**config.mk**
```make
export PLATFORM = sky130hd
export DESIGN_NAME = var_delay_line
export DESIGN_NICKNAME = d
export VERILOG_FILES = /design/src/rtl/var_delay_line.sv
export SDC_FILE = /design/constraint.sdc
export NUM_CORES = 1
export LEC_CHECK = 0
export BUFFER_PORTS_ARGS = -buffer_cell sky130_fd_sc_hd__buf_2
export CAP_MARGIN = 10
export CORE_ASPECT_RATIO = 0.9
export CORE_UTILIZATION = 50
export DETAILED_ROUTE_END_ITERATION = 7
export GPL_TIMING_DRIVEN = 0
export PLACE_DENSITY = 0.68
export SLEW_MARGIN = 10
export SYNTH_ARGS = -nofsm -noshare
export SYNTH_HDL_FRONTEND = slang
export SYNTH_SLANG_ARGS = --single-unit
```
**constraint.sdc**
```tcl
create_clock -name i_clk -period 2.8 [get_ports i_clk]
set_input_delay 0.14 -clock i_clk [delete_from_list [all_inputs] [get_ports i_clk]]
set_output_delay 0.14 -clock i_clk [all_outputs]
set_load 0.05 [all_outputs]
```
**src/rtl/var_delay_line.sv**
```systemverilog
// Runtime-programmable delay line: samples enter a circular buffer and are read back D enabled samples later.
// Fill FSM keeps o_valid low until D fresh samples exist; latency is D enables plus one output register.
module var_delay_line #(
    parameter int DATA_W        = 8,
    parameter int MAX_DELAY     = 16,
    parameter int DLY_W         = 5,
    parameter int DEFAULT_DELAY = 2
) (
    input  logic              i_clk,
    input  logic              i_rst_n,
    input  logic              i_en,
    input  logic [DATA_W-1:0] iv_data,
    input  logic              i_delay_load,
    input  logic [DLY_W-1:0]  iv_delay,
    output logic [DATA_W-1:0] ov_data,
    output logic              o_valid,
    output logic [DLY_W-1:0]  ov_delay
);

    localparam int AW = $clog2(MAX_DELAY);

    typedef enum logic {
        FILL = 1'b0,
        RUN  = 1'b1
    } state_t;

    logic [DATA_W-1:0] mem [MAX_DELAY];

    state_t            state_q;
    logic [AW-1:0]     wp_q;
    logic [DLY_W-1:0]  fc_q;
    logic [DLY_W-1:0]  delay_q;
    logic [DATA_W-1:0] data_q;
    logic              valid_q;

    logic [DLY_W-1:0]  delay_d;
    logic [AW-1:0]     ra;
    logic [DATA_W-1:0] rd_dat;

    always_comb begin
        delay_d = iv_delay;
        if (iv_delay == '0) begin
            delay_d = DLY_W'(1);
        end else if (iv_delay > DLY_W'(MAX_DELAY)) begin
            delay_d = DLY_W'(MAX_DELAY);
        end
    end

    // D == MAX_DELAY truncates to 0 here, so ra lands on wp and returns the entry about to be overwritten.
    assign ra     = wp_q - delay_q[AW-1:0];
    assign rd_dat = mem[ra];

    always_ff @(posedge i_clk) begin
        if (i_en) begin
            mem[wp_q] <= iv_data;
        end
    end

    always_ff @(posedge i_clk or negedge i_rst_n) begin
        if (!i_rst_n) begin
            state_q <= FILL;
            wp_q    <= '0;
            fc_q    <= '0;
            delay_q <= DLY_W'(DEFAULT_DELAY);
            data_q  <= '0;
            valid_q <= 1'b0;
        end else begin
            if (i_en) begin
                wp_q <= wp_q + 1'b1;
            end
            // A load restarts the fill; a sample arriving on the same edge counts toward it.
            if (i_delay_load) begin
                delay_q <= delay_d;
                state_q <= FILL;
                data_q  <= '0;
                valid_q <= 1'b0;
                fc_q    <= {{(DLY_W-1){1'b0}}, i_en};
            end else if (i_en) begin
                case (state_q)
                    FILL: begin
                        fc_q <= fc_q + 1'b1;
                        if (fc_q == delay_q) begin
                            data_q  <= rd_dat;
                            valid_q <= 1'b1;
                            state_q <= RUN;
                        end
                    end
                    RUN: begin
                        data_q <= rd_dat;
                    end
                    default: begin
                        state_q <= FILL;
                    end
                endcase
            end
        end
    end

    assign ov_data  = data_q;
    assign o_valid  = valid_q;
    assign ov_delay = delay_q;

endmodule

```
# --- After elaboration in Yosys (flattened, before gate mapping) ---
# Memory sizes are Yosys's and may differ from the RTL's.
# Index checks and enable logic that the tools add are counted.
word_totals:
  register_bits: 24
  memories: 1
  latch_bits: 0
  out_inout_bits: 14
  mem_bits_ro: 0
  in_bits: 17
  wordCells: 40
  ramBits: 128
op_classes:
  n_reduce_logical: 6
  div_mod_pow: 0
  magnitude_cmp: 1
  mul: 0
  n_mux: 19
  n_shift: 0
  n_bitwise: 1
  addsub: 3
  eq_ne: 3
memory_table:
  columns: ["memory", "words", "width", "rd", "rd_clocked_by_memory_dff", "wr", "line", "text"]
  rows:
  - ["mem", 16, 8, 1, 0, 1, "27", "logic [DATA_W-1:0] mem [MAX_DELAY];"]
op_table:
  columns: ["op", "n"]
  rows:
  - ["$mux 5", 5]
  - ["$mux 8", 3]
  - ["$pmux 8 s2", 1]
  - ["$mux 1", 10]
  - ["$add 5x1->5 const B", 1]
  - ["$eq 5x5->1", 1]
  - ["$gt 5x5->1 const B", 1]
  - ["$logic_not 5->1", 1]
  - ["$add 4x1->4 const B", 1]
  - ["$reduce_and 2->1", 2]
  - ["$reduce_bool 2->1", 2]
  - ["$sub 4x4->4", 1]
  - ["$ne 3x3->1 const B", 1]
  - ["$reduce_and 3->1", 1]
  - ["$ne 2x2->1 const B", 1]
  - ["$not 1->1", 1]

# --- Longest topological paths before layout ---
# Gate-level depths: netlist (run 1).
# An unclocked memory read counts as a cell.
depth:
  word_depth: 6
  depth_mapped: 12
  ltp_nobuf: 10

# --- Worst setup path after synthesis (run 1) ---
# No wires, ideal clock.
synth_timing:
  path_type: "register -> register"
  from: "register delay_q[0] (netlist: ov_delay[0])"
  to: "register data_q[1] (netlist: ov_data[1])"
  period_less_slack_ps: 2557
  stages_incl_launch_ff: 11
  path_slack_ps: 243
  n_path_buf: 2
  arrival_ps: 2428
  required_ps: 2671
  setup_time_ps: 129
  cell_sequence: "dfrtp_1 -> ha_1 -> inv_2 -> fa_1 -> buf_6 -> buf_6 -> mux2_2 -> o22ai_1 -> a221oi_2 -> mux2i_1 -> o2bb2ai_1"
synth_between:
  elab_chain_cells: 6
  elab_cells_between_ends: 9
  cone_classes: "add/sub: 1; eq/ne: 2; mux: 4; reduce/logical: 1; memory: 1"
synth_rtl:
  columns: ["element", "line", "text"]
  rows:
  - ["start, declared", "32", "logic [DLY_W-1:0] delay_q;"]
  - ["start signal, assigned", "64", "delay_q <= DLY_W'(DEFAULT_DELAY);"]
  - ["start signal, assigned", "73", "delay_q <= delay_d;"]
  - ["$sub 4x4->4", "50", "assign ra = wp_q - delay_q[AW-1:0];"]
  - ["$mem_v2 16x8", null, null]
  - ["$mux 8", "82", "if (fc_q == delay_q) begin"]
  - ["$pmux 8 s2", "79", "case (state_q)"]
  - ["$mux 8", "78", "end else if (i_en) begin"]
  - ["$mux 8", "72", "if (i_delay_load) begin"]
  - ["end signal, assigned", "83", "data_q <= rd_dat;"]
  - ["end signal, assigned", "89", "data_q <= rd_dat;"]
  - ["end, declared", "33", "logic [DATA_W-1:0] data_q;"]
# Several ways; a longest one is shown, not always the timed one. The select of a mux whose other input is x is not followed.
# A chain may end at the register's enable or synchronous reset.

# --- Worst setup path after layout (run 1) ---
layout_timing:
  from: "register wp_q[0]"
  to: "register data_q[7] (netlist: ov_data[7])"
layout_between:
  elab_chain_cells: 6
layout_rtl:
  columns: ["element", "line", "text"]
  rows:
  - ["start, declared", "30", "logic [AW-1:0] wp_q;"]
  - ["start signal, assigned", "69", "wp_q <= wp_q + 1'b1;"]
  - ["$sub 4x4->4 *", "50", null]
  - ["$mem_v2 16x8 *", null, null]
  - ["$mux 8", "82", null]
  - ["$pmux 8 s2 *", "79", null]
  - ["$mux 8 *", "78", null]
  - ["$mux 8 *", "72", null]
# Every way passes the cells marked *; elsewhere a longest branch is shown, timed or not. The select of a mux whose other input is x is not followed.

==> results.ini, run 1 <==
[timing]
fmaxAchievable_mhz=365.2
fin_setup_tns_ns=0
period_minus_slack_ns=2.738
max-slew-margin-rel=0.4764
drv_slew=0
finalHoldViolCount=0
layout_setup_ws_ns=0.06198
fin_worst_skew_ns=0.006800
timing_worst_slew_pin_value_ns=0.7816
holdWs_ns=0.1091
setup_viol=0
fin_crit_sh=0.9779

[global_routing]
grt.overflow.total=0
grt_antenna_before_repair=0
grt.busiest_layer=met2
track_usage=0.2105
grt_pass1_vias=3351
use_met1=0.2861
grtUsageMet2=0.3190
use_met3=0.06795
grt_max_degree=25
grt_pass1_wl_um=19310

[cts]
clk_latency_ns=0.42
htree_levels=4
clkSlewWorstSetupHoldPaths_ns=0.06
numCtsBuffers=17
cts_root_buf=clkbuf_16
cts_tree=built
cts_sinks=152
cts_buffer_depth=2

[yosys]
synth_seq_area_share=0.6926
syn-cell-area_mm2=0.006419
async_flop_share=0.1579
synthTopCellsByArea=edfxtp_1 60%, dfrtp_1 9.0%, mux2i_1 6.4%
synth_cell_types=41
synth_edf_count=128
ys_ff_latch=152
synth_top_area_cell=edfxtp_1
muxShareOfSynthArea=0.1218
yosys.area.top_type_share=0.5988
synth_top_family_by_area=multiplexers
synth_xor_area_frac=0.02144
synth-compound-area-share=0.06998
ys.flop_type=edfxtp_1
yosysMostFrequentCell=edfxtp_1
syn-num-nets=401
synth-simple-area-share=0.04269
synth-adder-area-share=0.01871
netlist_top_cells_count=128 x edfxtp_1, 41 x mux2i_1, 32 x mux2_2
postSynthAreaPerCell_um2=17.12
synthCells=375
yosys_warnings=0

[floorplan]
core-area_mm2=0.01227
core.rowCount=38
fp.dieH_um=109.5
die_w_um=121.4
start_util=0.5233
dieArea_mm2=0.01329
pin_count=31

[place]
place_congestion=0.7830
dpl.hpwl_um=8217
io_buffers=29
pre_cts_slack_ns=0.03523

[detailed_routing]
ant_nets=0
routed_wl_um=12930
vias=3417
vias_per_cell=5.592
firstDrtPassIters=4
wl_per_cell_um=21.16
drc_errors=0
drt_iter0_markers=268

[worst_setup_path]
r2r-start=wp_q[0]$_DFFE_PN0P_
required_ns=3.09
r2r_setup_slack_ns=0.06
cp-start-kind=register
worstSetupEndpointType=register
crit_type=register to register
crit_path_max_fanout=10
critPathLaunch=wp_q[0]$_DFFE_PN0P_
arrival_ns=3.03

[hold_path]
hold_path.startpoint=iv_data[7]
hp-class=primary input to register

[power_and_ir_drop]
p_int_mw=5.779
p_comb_frac=0.416
power_density_mw_per_mm2=1155
finalPower_mw=8.774
seq_power_share=0.321
vdd_drop_max_uv=578.6
swShare=0.3414
p_clk_frac=0.263
p_leak_nw=2.789
p_switching_mw=2.995

[layout]
num-fill-cells=884
multi_input_area_mm2=0.001861
nets=464
drive_above_1_share=0.3304
ff_latch_area_mm2=0.004447
syn_to_final_growth_pct=18.40
diodes=0

[outcome]
status=complete, no violations

[run]
max_cap_violations=0

[final cells by class]
class,instances,area share
Sequential cell,152,0.5851
Multi-Input combinational cell,199,0.2448
Clock buffer,17,0.05598
Timing Repair Buffer,44,0.03556
Tap cell,160,0.02634
Buffer,17,0.02568
Clock inverter,15,0.02305
Inverter,7,0.003457
[cells by family after synthesis]
logic type	count (synthesis)
mux	74
compound gates	53
flops	152
fa+ha+maj	9
xor+xnor	14
buf+inv	24
simple gates	49
[cell usage in the layout, fill, tap and decap left out, drive strengths merged, types with 10 or more instances in the layout]
master	n
clkbuf	20
buf	52
edfxtp	128
nor2	10
and2	16
mux2	33
o22ai	16
inv	10
dfrtp	23
mux2i	41
a221oi	16
[layer usage]
layer	routed length, µm	vias to the layer above	part of all wire
li1	-	1581	-
met1	5984	1735	0.46
met2	6113	89	0.47
met3	669	12	0.052
met4	163	0	0.013
met5	0	-	0
[per-stage QoR]
| stage | util | std cells | instance area [µm²] |
|---|---|---|---|
| 6_report | 0.6195 | 611 | 7600 |
| 5_1_grt | 0.6195 | 611 | 7600 |
| 4_1_cts | 0.6058 | 602 | 7431 |
| 3_5_place_dp | 0.5514 | 564 | 6764 |
| 3_3_place_gp | 0.5514 | 564 | 6764 |
| 2_1_floorplan | - | 375 | 6419 |
[sequential cells by signal, summed over array words and instances (netlist names)]
name	count
ov_delay	5
fc_q	5
ov_data	8
mem	128
wp_q	4
o_valid	1
state_q	1
[timing repair]
item / in CTS / in global routing
hold buffers: 6 / 0
cloned: 0 / 1
hold endpoints to repair: 28 / 0
pin swaps: 0 / 2
buffers inserted: 0 / 8
gates resized for setup: 1 / 20
endpoints found under the setup margin: 1 / 8
[power by group through the flow]
stage                     Sequential, mW  Combinational (mW)  Clock, mW
after floorplan                     2.94                2.34          0
after global placement              2.85                3.23          0
after detailed placement            2.86                3.26          0
after CTS                           2.82                3.30       2.33
after global routing                2.84                3.90       2.42
final                               2.81                3.65       2.31
[final timing paths]
| path | to | cells past startpoint |
|---|---|---|
| setup / recovery | ov_data[7]$_DFFE_PN0P_ | 11 |
| hold / removal | mem[10][7]$_DFFE_PP_ | 1 |
| setup reg to reg | ov_data[7]$_DFFE_PN0P_ | 11 |
| hold reg to reg | ov_data[0]$_DFFE_PN0P_ | 1 |
| max in group asynchronous | wp_q[0]$_DFFE_PN0P_ | 2 |
| min in group asynchronous | wp_q[0]$_DFFE_PN0P_ | 2 |
[critical path: stages (launching register included)]
cell and delay (ns):
dfrtp_2 0.42, inv_2 0.08, ha_1 0.18, inv_2 0.06, fa_2 0.57, buf_6 0.15, buf_8 0.14, mux2_2 0.35
o22ai_1 0.26, a221oi_2 0.07, mux2i_1 0.23, o2bb2ai_1 0.09
Note: power is estimated with default switching activity, not from simulation.
==> run 2, diff against run 1 <==
--- a/config.mk
+++ b/config.mk
@@ -11,7 +11,7 @@
 export CORE_UTILIZATION = 50
 export DETAILED_ROUTE_END_ITERATION = 7
 export GPL_TIMING_DRIVEN = 0
-export PLACE_DENSITY = 0.68
+export PLACE_DENSITY = 0.72
 export SLEW_MARGIN = 10
 export SYNTH_ARGS = -nofsm -noshare
 export SYNTH_HDL_FRONTEND = slang
==> run 2 against run 1 <==
Hold slack better by 0.0026 ns. Cell area is 1.8% lower. Sequential share of layout area is 1.1 points higher. Flip-flop and latch count stayed put. Highest routed layer unchanged. Largest power group unchanged. Global-route usage is 0.49 points higher. Core utilization is 1.1 points lower. Count of clock-buffer cells in the layout is 1 higher. Combinational power is 4% lower. Clock skew is 0.00099 ns lower. Largest cell class unchanged. Final cell count is 1.3% lower. Critical endpoint is now ov_data[0]$_DFFE_PN0P_. Critical path depth stayed put.
==> results.ini, run 2 (synthesis results as in run 1) <==
[timing]
fin_crit_sh=0.9826  ; +0.004691
finalHoldViolCount=0  ; unchanged
fin_worst_skew_ns=0.005813  ; -0.0009873 ns
max-slew-margin-rel=0.5238  ; +0.04740
setup_viol=0  ; unchanged
fmaxAchievable_mhz=363.5  ; -0.48%
period_minus_slack_ns=2.751  ; +0.01314 ns
holdWs_ns=0.1117  ; +0.002566 ns
timing_worst_slew_pin_value_ns=0.7108  ; -0.07075 ns
drv_slew=0  ; unchanged

[floorplan]
core-area_mm2=0.01227  ; unchanged
pin_count=31  ; unchanged
fp.dieH_um=109.5  ; unchanged
core.rowCount=38  ; unchanged
start_util=0.5233  ; unchanged
die_w_um=121.4  ; unchanged
dieArea_mm2=0.01329  ; unchanged

[cts]
cts_buffer_depth=2  ; unchanged
numCtsBuffers=17  ; unchanged
htree_levels=4  ; unchanged
cts_root_buf=clkbuf_16
cts_tree=built
clkSlewWorstSetupHoldPaths_ns=0.06  ; about the same
cts_sinks=152  ; unchanged
clk_latency_ns=0.42  ; about the same

[global_routing]
track_usage=0.2154  ; +0.004910
grt_pass1_vias=3463  ; +3.3%
grt_antenna_before_repair=0  ; unchanged
grt.overflow.total=0  ; unchanged
grt_pass1_wl_um=19870  ; +2.9%
grt_max_degree=25  ; unchanged

[layout]
final_cell_mix=128 x edfxtp_1, 41 x mux2i_1, 32 x mux2_2, 29 x buf_2, 22 x dfrtp_1
diodes=0  ; unchanged
syn_to_final_growth_pct=16.22
largest_register=mem
nets=456  ; -1.7%
num-fill-cells=899  ; +1.7%
final_common_cell=edfxtp_1
drive_above_1_share=0.3025  ; -0.02789
largest_register_ffs=128  ; unchanged
stdcell_count=603  ; -1.3%

[power_and_ir_drop]
vdd_drop_max_uv=476.6  ; -18%
power_density_mw_per_mm2=1121  ; -2.9%
p_leak_nw=2.731  ; -2.1%

[run]
max_cap_violations=0  ; unchanged

[place]
dpl.hpwl_um=8408  ; +2.3%
place_inst=564  ; unchanged
place_congestion=0.8135  ; +3.9%
io_buffers=29  ; unchanged

[detailed_routing]
ant_nets=0  ; unchanged
vias=3413  ; -0.12%
vias_per_cell=5.660  ; +1.2%
routed_wl_um=13240  ; +2.4%
firstDrtPassIters=7  ; +3
drc_errors=0  ; unchanged
wl_per_cell_um=21.96  ; +3.8%
drt_iter0_markers=380  ; +42%

[hold_path]
hp-class=primary input to register

[worst_setup_path]
cp-start-kind=register
required_ns=3.09  ; about the same
arrival_ns=3.05  ; +0.02 ns
worstSetupEndpointType=register
crit_type=register to register
crit_path_max_fanout=10  ; unchanged

[outcome]
status=complete, no violations

==> run 2: cell count changes in the layout (fill, tap and decap cells not counted), moves of 3 or more <==
cell | before | now
buf_4 | 9 | 1
clkinv_1 | 1 | 6
clkinvlp_4 | 6 | 1
clkinv_2 | 2 | 6
inv_6 | 3 | 0
o22ai_1 | 4 | 1
==> run 2: area by class of cell <==
cell class | instances | area, µm² | area share
Multi-Input combinational cell | 199 | 1864 | 0.2499
Tap cell | 160 | 200.2 | 0.02684
Clock inverter | 14 | 90.09 | 0.01208
Sequential cell | 152 | 4447 | 0.5961
Buffer | 17 | 187.7 | 0.02516
Timing Repair Buffer | 36 | 215.2 | 0.02885
Clock buffer | 18 | 429.2 | 0.05753
Inverter | 7 | 26.28 | 0.003522
==> run 2: path summary, 6_finish.rpt <==
path	start	end	slack [ns]	depth (start not counted)
worst max-delay path	wp_q[0]$_DFFE_PN0P_	ov_data[0]$_DFFE_PN0P_	0.05	11
worst min-delay path	iv_data[1]	mem[6][1]$_DFFE_PP_	0.11	1
worst max register to register	wp_q[0]$_DFFE_PN0P_	ov_data[0]$_DFFE_PN0P_	0.05	11
worst min register to register	ov_data[4]$_DFFE_PN0P_	ov_data[4]$_DFFE_PN0P_	0.49	1
max in group asynchronous	i_rst_n	wp_q[0]$_DFFE_PN0P_	2.18	2
min in group asynchronous	i_rst_n	wp_q[1]$_DFFE_PN0P_	0.23	2
==> run 2: stage by stage <==
step                total power [mW]  setup WS (ns)  utilization   TNS, ns  cell area (µm²)
floorplan                      5.280         0.2428            -         0             6419
global placement               6.060        0.07766       0.5514         0             6764
detailed placement             6.127        0.03200       0.5514         0             6764
CTS                            8.181       0.009099       0.6000         0             7360
global route                   8.681       -0.02459       0.6081  -0.05337             7460
finish                         8.364        0.04885       0.6081         0             7460
==> run 2: worst max-delay path, cell delays in order (launching register included) <==
cell and delay (ns):
dfrtp_2 0.44, inv_1 0.12, ha_1 0.17, inv_2 0.04
fa_1 0.41, xnor2_2 0.29, nand2_2 0.23, buf_4 0.26
o22ai_2 0.26, a221oi_2 0.06, mux2i_1 0.23, o2bb2ai_1 0.10
==> run 2: power by group <==
part,switching (mW),internal (mW),total [mW]
logic,1.95,1.54,3.50
clock network,0.847,1.19,2.04
registers,0.121,2.71,2.83
==> run 2: metal layers <==
metal  GRT usage  part of all wire  vias to the layer above
li1            -                 -                     1565
met1      0.2926              0.44                     1723
met2      0.3373              0.48                      105
met3     0.04876             0.058                       20
met4     0.08907             0.020                        0
met5           0                 0                        -
==> run 2: repair_timing <==
item,CTS,global route
gates resized for setup,1,17
setup endpoints to repair,1,8
cloned,0,0
hold buffers,7,0
hold endpoints to repair,28,0
pin swaps,0,1
setup buffers,0,0
